[src/rtl/rf_wport_arbiter.sv]
// GPR write-port arbiter: W stage has priority; aux results queue in a small FIFO
// and drain in W-idle cycles, with a starvation guard that requests a W stall.
module rf_wport_arbiter #(
  parameter int DEPTH    = 2,
  parameter int MAX_WAIT = 8
) (
  input  logic        clk,
  input  logic        reset,
  input  logic        w_we,
  input  logic [4:0]  w_a3,
  input  logic [31:0] w_wd,
  input  logic        aux_valid,
  input  logic [4:0]  aux_a3,
  input  logic [31:0] aux_wd,
  output logic        aux_ready,
  input  logic [4:0]  q_a1,
  input  logic [4:0]  q_a2,
  output logic        q_hit1,
  output logic        q_hit2,
  output logic        stall_req,
  output logic        rf_we,
  output logic [4:0]  rf_a3,
  output logic [31:0] rf_wd,
  output logic        rf_src
);

  localparam int PW = $clog2(DEPTH);
  localparam int WW = $clog2(MAX_WAIT + 1);
  localparam logic [WW-1:0] WMAX = WW'(MAX_WAIT);

  typedef enum logic [0:0] {
    NORM  = 1'b0,
    FORCE = 1'b1
  } state_t;

  state_t            state_q, state_d;
  logic [4:0]        a3_q [DEPTH];
  logic [31:0]       wd_q [DEPTH];
  logic [DEPTH-1:0]  vld_q, vld_d;
  logic [PW-1:0]     wr_q, wr_d;
  logic [PW-1:0]     rd_q, rd_d;
  logic [WW-1:0]     wait_q, wait_d;

  logic act;
  logic w_act;
  logic empty;
  logic full;
  logic push;
  logic pop;

  // Registered flags are already cleared while reset is low; 'act' also
  // masks the combinational W path so nothing is written during reset.
  assign act   = reset;
  assign w_act = w_we && (w_a3 != 5'd0);
  assign empty = ~|vld_q;
  assign full  = &vld_q;

  assign aux_ready = !full;
  assign push      = act && aux_valid && !full && (aux_a3 != 5'd0);
  assign pop       = act && !w_act && !empty;
  assign stall_req = (state_q == FORCE);

  always_comb begin
    rf_we  = 1'b0;
    rf_a3  = 5'd0;
    rf_wd  = 32'd0;
    rf_src = 1'b0;
    if (act && w_act) begin
      rf_we = 1'b1;
      rf_a3 = w_a3;
      rf_wd = w_wd;
    end else if (pop) begin
      rf_we  = 1'b1;
      rf_a3  = a3_q[rd_q];
      rf_wd  = wd_q[rd_q];
      rf_src = 1'b1;
    end
  end

  always_comb begin
    q_hit1 = act && push && (aux_a3 == q_a1);
    q_hit2 = act && push && (aux_a3 == q_a2);
    for (int i = 0; i < DEPTH; i++) begin
      if (vld_q[i] && (a3_q[i] == q_a1)) q_hit1 = act;
      if (vld_q[i] && (a3_q[i] == q_a2)) q_hit2 = act;
    end
    if (q_a1 == 5'd0) q_hit1 = 1'b0;
    if (q_a2 == 5'd0) q_hit2 = 1'b0;
  end

  always_comb begin
    vld_d = vld_q;
    wr_d  = wr_q;
    rd_d  = rd_q;
    if (pop) begin
      vld_d[rd_q] = 1'b0;
      rd_d        = rd_q + PW'(1);
    end
    if (push) begin
      vld_d[wr_q] = 1'b1;
      wr_d        = wr_q + PW'(1);
    end
  end

  always_comb begin
    wait_d = wait_q;
    if (pop || empty) begin
      wait_d = '0;
    end else if (wait_q != WMAX) begin
      wait_d = wait_q + WW'(1);
    end
  end

  // Entry is skipped when the head is draining this very cycle.
  always_comb begin
    state_d = state_q;
    unique case (state_q)
      NORM:  if ((wait_q == WMAX) && !empty && !pop) state_d = FORCE;
      FORCE: if (pop) state_d = NORM;
      default: state_d = NORM;
    endcase
  end

  always_ff @(posedge clk or negedge reset) begin
    if (!reset) begin
      state_q <= NORM;
      vld_q   <= '0;
      wr_q    <= '0;
      rd_q    <= '0;
      wait_q  <= '0;
    end else begin
      state_q <= state_d;
      vld_q   <= vld_d;
      wr_q    <= wr_d;
      rd_q    <= rd_d;
      wait_q  <= wait_d;
    end
  end

  always_ff @(posedge clk or negedge reset) begin
    if (!reset) begin
      for (int i = 0; i < DEPTH; i++) begin
        a3_q[i] <= 5'd0;
        wd_q[i] <= 32'd0;
      end
    end else if (push) begin
      a3_q[wr_q] <= aux_a3;
      wd_q[wr_q] <= aux_wd;
    end
  end

endmodule

[config.mk]
export PLATFORM = sky130hd
export DESIGN_NAME = rf_wport_arbiter
export DESIGN_NICKNAME = d
export VERILOG_FILES = /design/src/rtl/rf_wport_arbiter.sv
export SDC_FILE = /design/constraint.sdc
export NUM_CORES = 1
export LEC_CHECK = 0
export CORE_ASPECT_RATIO = 1.5
export CORE_MARGIN = 1
export CORE_UTILIZATION = 53
export CTS_BUF_LIST = sky130_fd_sc_hd__clkbuf_2 sky130_fd_sc_hd__clkbuf_4 sky130_fd_sc_hd__clkbuf_8
export DETAILED_ROUTE_END_ITERATION = 16
export PLACE_DENSITY = 0.88
export SYNTH_ARGS = -nofsm -noshare
export SYNTH_HDL_FRONTEND = slang
export SYNTH_SLANG_ARGS = --single-unit
[constraint.sdc]
create_clock -name clk -period 6.9 [get_ports clk]
set_input_delay 1.725 -clock clk [delete_from_list [all_inputs] [get_ports clk]]
set_output_delay 1.725 -clock clk [all_outputs]
set_load 0.005 [all_outputs]
==> flow_summary.yaml <==
clocking:
  cts_tree: "yes"
  post_cts.repair.setup_buffers: 0
  clock_sinks: 83
  clk_pin_slew_ns: 0.09
  h-tree-depth: 3
  cts_resized: 0
  cts_root_buffer: "clkbuf_8"
  numCtsBuffers: 9
  cts_hold_buf: 0
  clock_path_buffers: 2
  clk_latency_ns: 0.36
floorplan:
  die_h_um: 114.2
  initial_utilization_pct: 55.19
  die_area_mm2: 0.008768
  core_area_mm2: 0.008058
  ioPinCount: 131
  die_w_um: 76.79
  core.rowCount: 40
sta:
  post-route-period-util_pct: 92.60
  whs_ns: 0.4965
  setup_viol: 0
  tns_ns: 0
  hold_viol_final: 0
  tightest_slew_ns: 1.009
  clock_skew_ns: 0.01248
  fin_crit_ns: 6.390
  timing.fmax_ghz: 0.1565
  maxSlewHeadroom_pct: 32.75
  rsz0062_at_grt: "no"
  finalMaxSlewViolations: 0
layout:
  fin_util_pct: 74.74
  diodes: 0
  num-nets-final: 560
  drive_above_1_share_pct: 21.31
  stdcell_count: 579
  nFillCells: 562
  syn_to_final_growth_pct: 35.42
critical_path:
  critPathMaxFanout: 17
  arrival_ns: 4.66
  cp-endpoint: "rf_wd[18]"
  cp_common_cell: "clkdlybuf4s50_1"
  r2r_slack_ns: 4.85
  worstSetupEndpointType: "output pin"
  r2r_cells: 5
  reg2reg_to: "wd_q[34]"
  cp-start-kind: "input port"
  crit_start: "w_a3[4]"
  timing.rr.start: "vld_q[0]"
  crit_type: "in2out"
  slowest_stage: "or4_1"
  required_ns: 5.18
  max_stage_delay_ns: 0.58
  crit_chain: "clkdlybuf4s50_1 -> or4_1 -> o21ai_1 -> nand3_2 -> buf_4 -> o2bb2ai_1 -> clkdlybuf4s50_1"
synthesis:
  synth_cell_types: 37
  syn_area_mm2: 0.004447
  syn_nets: 434
  syn_inst: 344
  synth_top_cell_by_area: "dfrtp_1"
  synth_top_cell_area_share_pct: 46.71
  ys_seq_area_share_pct: 46.71
  syn_area_per_cell_um2: 12.93
  synth-seq-cells: 83
  yosys_warnings: 0
  ys_top_cells_by_area: "dfrtp_1 (47%), mux2_2 (13%), mux2i_1 (8.6%)"
pwr:
  power-per-cell-area_mw_per_mm2: 360.1
  peakVddDrop_mv: 0.2624
  p_leak_nw: 2.487
  power_w: 0.002169
detailed_routing:
  postRouteAntennaNets: 0
  routed_via_density: 5.629
  vias: 3259
  wl_per_cell_um: 19.25
  drt_iter0_drc: 215
  drtPass1Iterations: 4
  drc: 0
  wirelength_um: 11150
placement:
  place_congestion: 0.9167
  placedCellCount: 564
  io_buffers: 130
  hpwl_um: 7691
global_route:
  antenna_found_initial: 0
  grt_pass1_wl_um: 17770
  gr-total-overflow: 0
  grt_max_degree: 82
  track_usage_pct: 26.81
  grt_pass1_vias: 3619
run_status:
  status: "finished clean"
min_path:
  hp-class: "reg2reg"
flow_run:
  max_cap_violations: 0
-- power breakdown --
group	leakage, nW	switching [W]	internal (W)	total [W]
clock network	0.0916	0.000175	0.000168	0.000343
registers	0.994	0.000186	0.000728	0.000914
logic	1.40	0.000356	0.000556	0.000911
-- cell type report --
type | instances | area [µm²] | share of cell area, %
well taps | 105 | 131.4 | 2.182
inverters | 5 | 18.77 | 0.3117
clock buffers | 10 | 131.4 | 2.182
multi-input cells | 235 | 2263 | 37.59
repair buffers | 136 | 1344 | 22.31
clock inverters | 5 | 55.05 | 0.9142
flip-flops and latches | 83 | 2078 | 34.51
-- worst max-delay path: cells and delay by family --
family,cells,cell delay (ns)
buf+inv,3,1.30
simple gates,2,0.97
compound gates,2,0.66
-- metal layers --
layer | routed length, µm | track usage, % | vias to the layer above
met5 | 0 | 0 | -
met4 | 314 | 13.59 | 0
met3 | 424 | 4.701 | 20
met2 | 6117 | 49.76 | 104
met1 | 4292 | 28.94 | 1627
li1 | - | - | 1508
-- how the worst min path moves through the flow --
| stage | startpoint | endpoint | slack (ns) | cells after the start |
|---|---|---|---|---|
| after global placement | wd_q[30] | wd_q[30] | 0.47 | 1 |
| final | wd_q[29] | wd_q[29] | 0.50 | 1 |
| after detailed placement | wd_q[29] | wd_q[29] | 0.48 | 1 |
| after CTS | wd_q[29] | wd_q[29] | 0.50 | 1 |
| after global routing | wd_q[28] | wd_q[28] | 0.53 | 1 |
| after floorplan | wd_q[28] | wd_q[28] | 0.46 | 1 |
-- placed cells by master (no fill, tap or decap), drive strengths merged --
cell / instances
o2111ai: 1
clkinv: 2
mux2i: 38
nor4: 3
and2: 1
nand2: 5
o22a: 1
a21oi: 3
a32oi: 1
xnor2: 17
nand3b: 1
nand3: 5
xor2: 17
clkdlybuf4s50: 129
ha: 2
dfrtp: 83
clkbuf: 10
or2: 1
a21o: 1
inv: 5
bufinv: 1
nor3: 2
o211ai: 1
o21ai: 5
or4: 3
nand4: 2
buf: 7
o2bb2ai: 38
nand4b: 1
and3: 1
o22ai: 1
clkinvlp: 2
nor2: 10
mux2: 74
-- synthesized netlist by cell type --
| library cell | n |
|---|---|
| o21ai_1 | 1 |
| and3_1 | 1 |
| nor3_1 | 2 |
| o21ai_0 | 4 |
| nand4_1 | 2 |
| dfrtp_1 | 83 |
| clkbuf_1 | 13 |
| o2bb2ai_1 | 38 |
| nand2_1 | 5 |
| buf_2 | 2 |
| buf_4 | 1 |
| o22a_1 | 1 |
| o22ai_1 | 1 |
| a32oi_1 | 1 |
| inv_1 | 5 |
| mux2i_1 | 38 |
| or4_1 | 2 |
| or4_4 | 1 |
| mux2_4 | 19 |
| or2_2 | 1 |
| nor2_1 | 9 |
| ha_1 | 2 |
| xor2_1 | 17 |
| nor2_2 | 1 |
| nand3b_1 | 1 |
| a21oi_1 | 3 |
| a21o_1 | 1 |
| nand3_1 | 5 |
| mux2_1 | 3 |
| mux2_2 | 52 |
| buf_6 | 5 |
| o2111ai_1 | 1 |
| nand4b_1 | 1 |
| and2_1 | 1 |
| o211ai_4 | 1 |
| xnor2_1 | 17 |
| nor4_1 | 3 |
-- stage by stage --
stage	area (µm²)	setup slack, ns
final	6022	0.5104
after detailed placement	5836	0.4907
after floorplan	4447	2.104
after CTS	6022	0.4834
after global routing	6022	0.3727
after global placement	5836	0.5734
-- state kept, by name (all words and copies together) (netlist names) --
| signal | count |
|---|---|
| a3_q | 10 |
| rd_q | 1 |
| stall_req | 1 |
| vld_q | 2 |
| wait_q | 4 |
| wd_q | 64 |
| wr_q | 1 |
-- logic make-up (layout without fill, tap and decap cells) --
logic type	count (synthesis)	after routing	synth area share, %
AO/OA/AOI/OAI	52	52	9.764
multiplexers	112	112	28.90
AND/OR/NAND/NOR	35	35	4.193
buffers and inverters	26	156	3.180
adder cells (fa/ha/maj)	2	2	0.5627
flip-flops	83	83	46.71
XOR/XNOR	34	34	6.697
No activity file was read; power rests on OpenSTA's default activity.
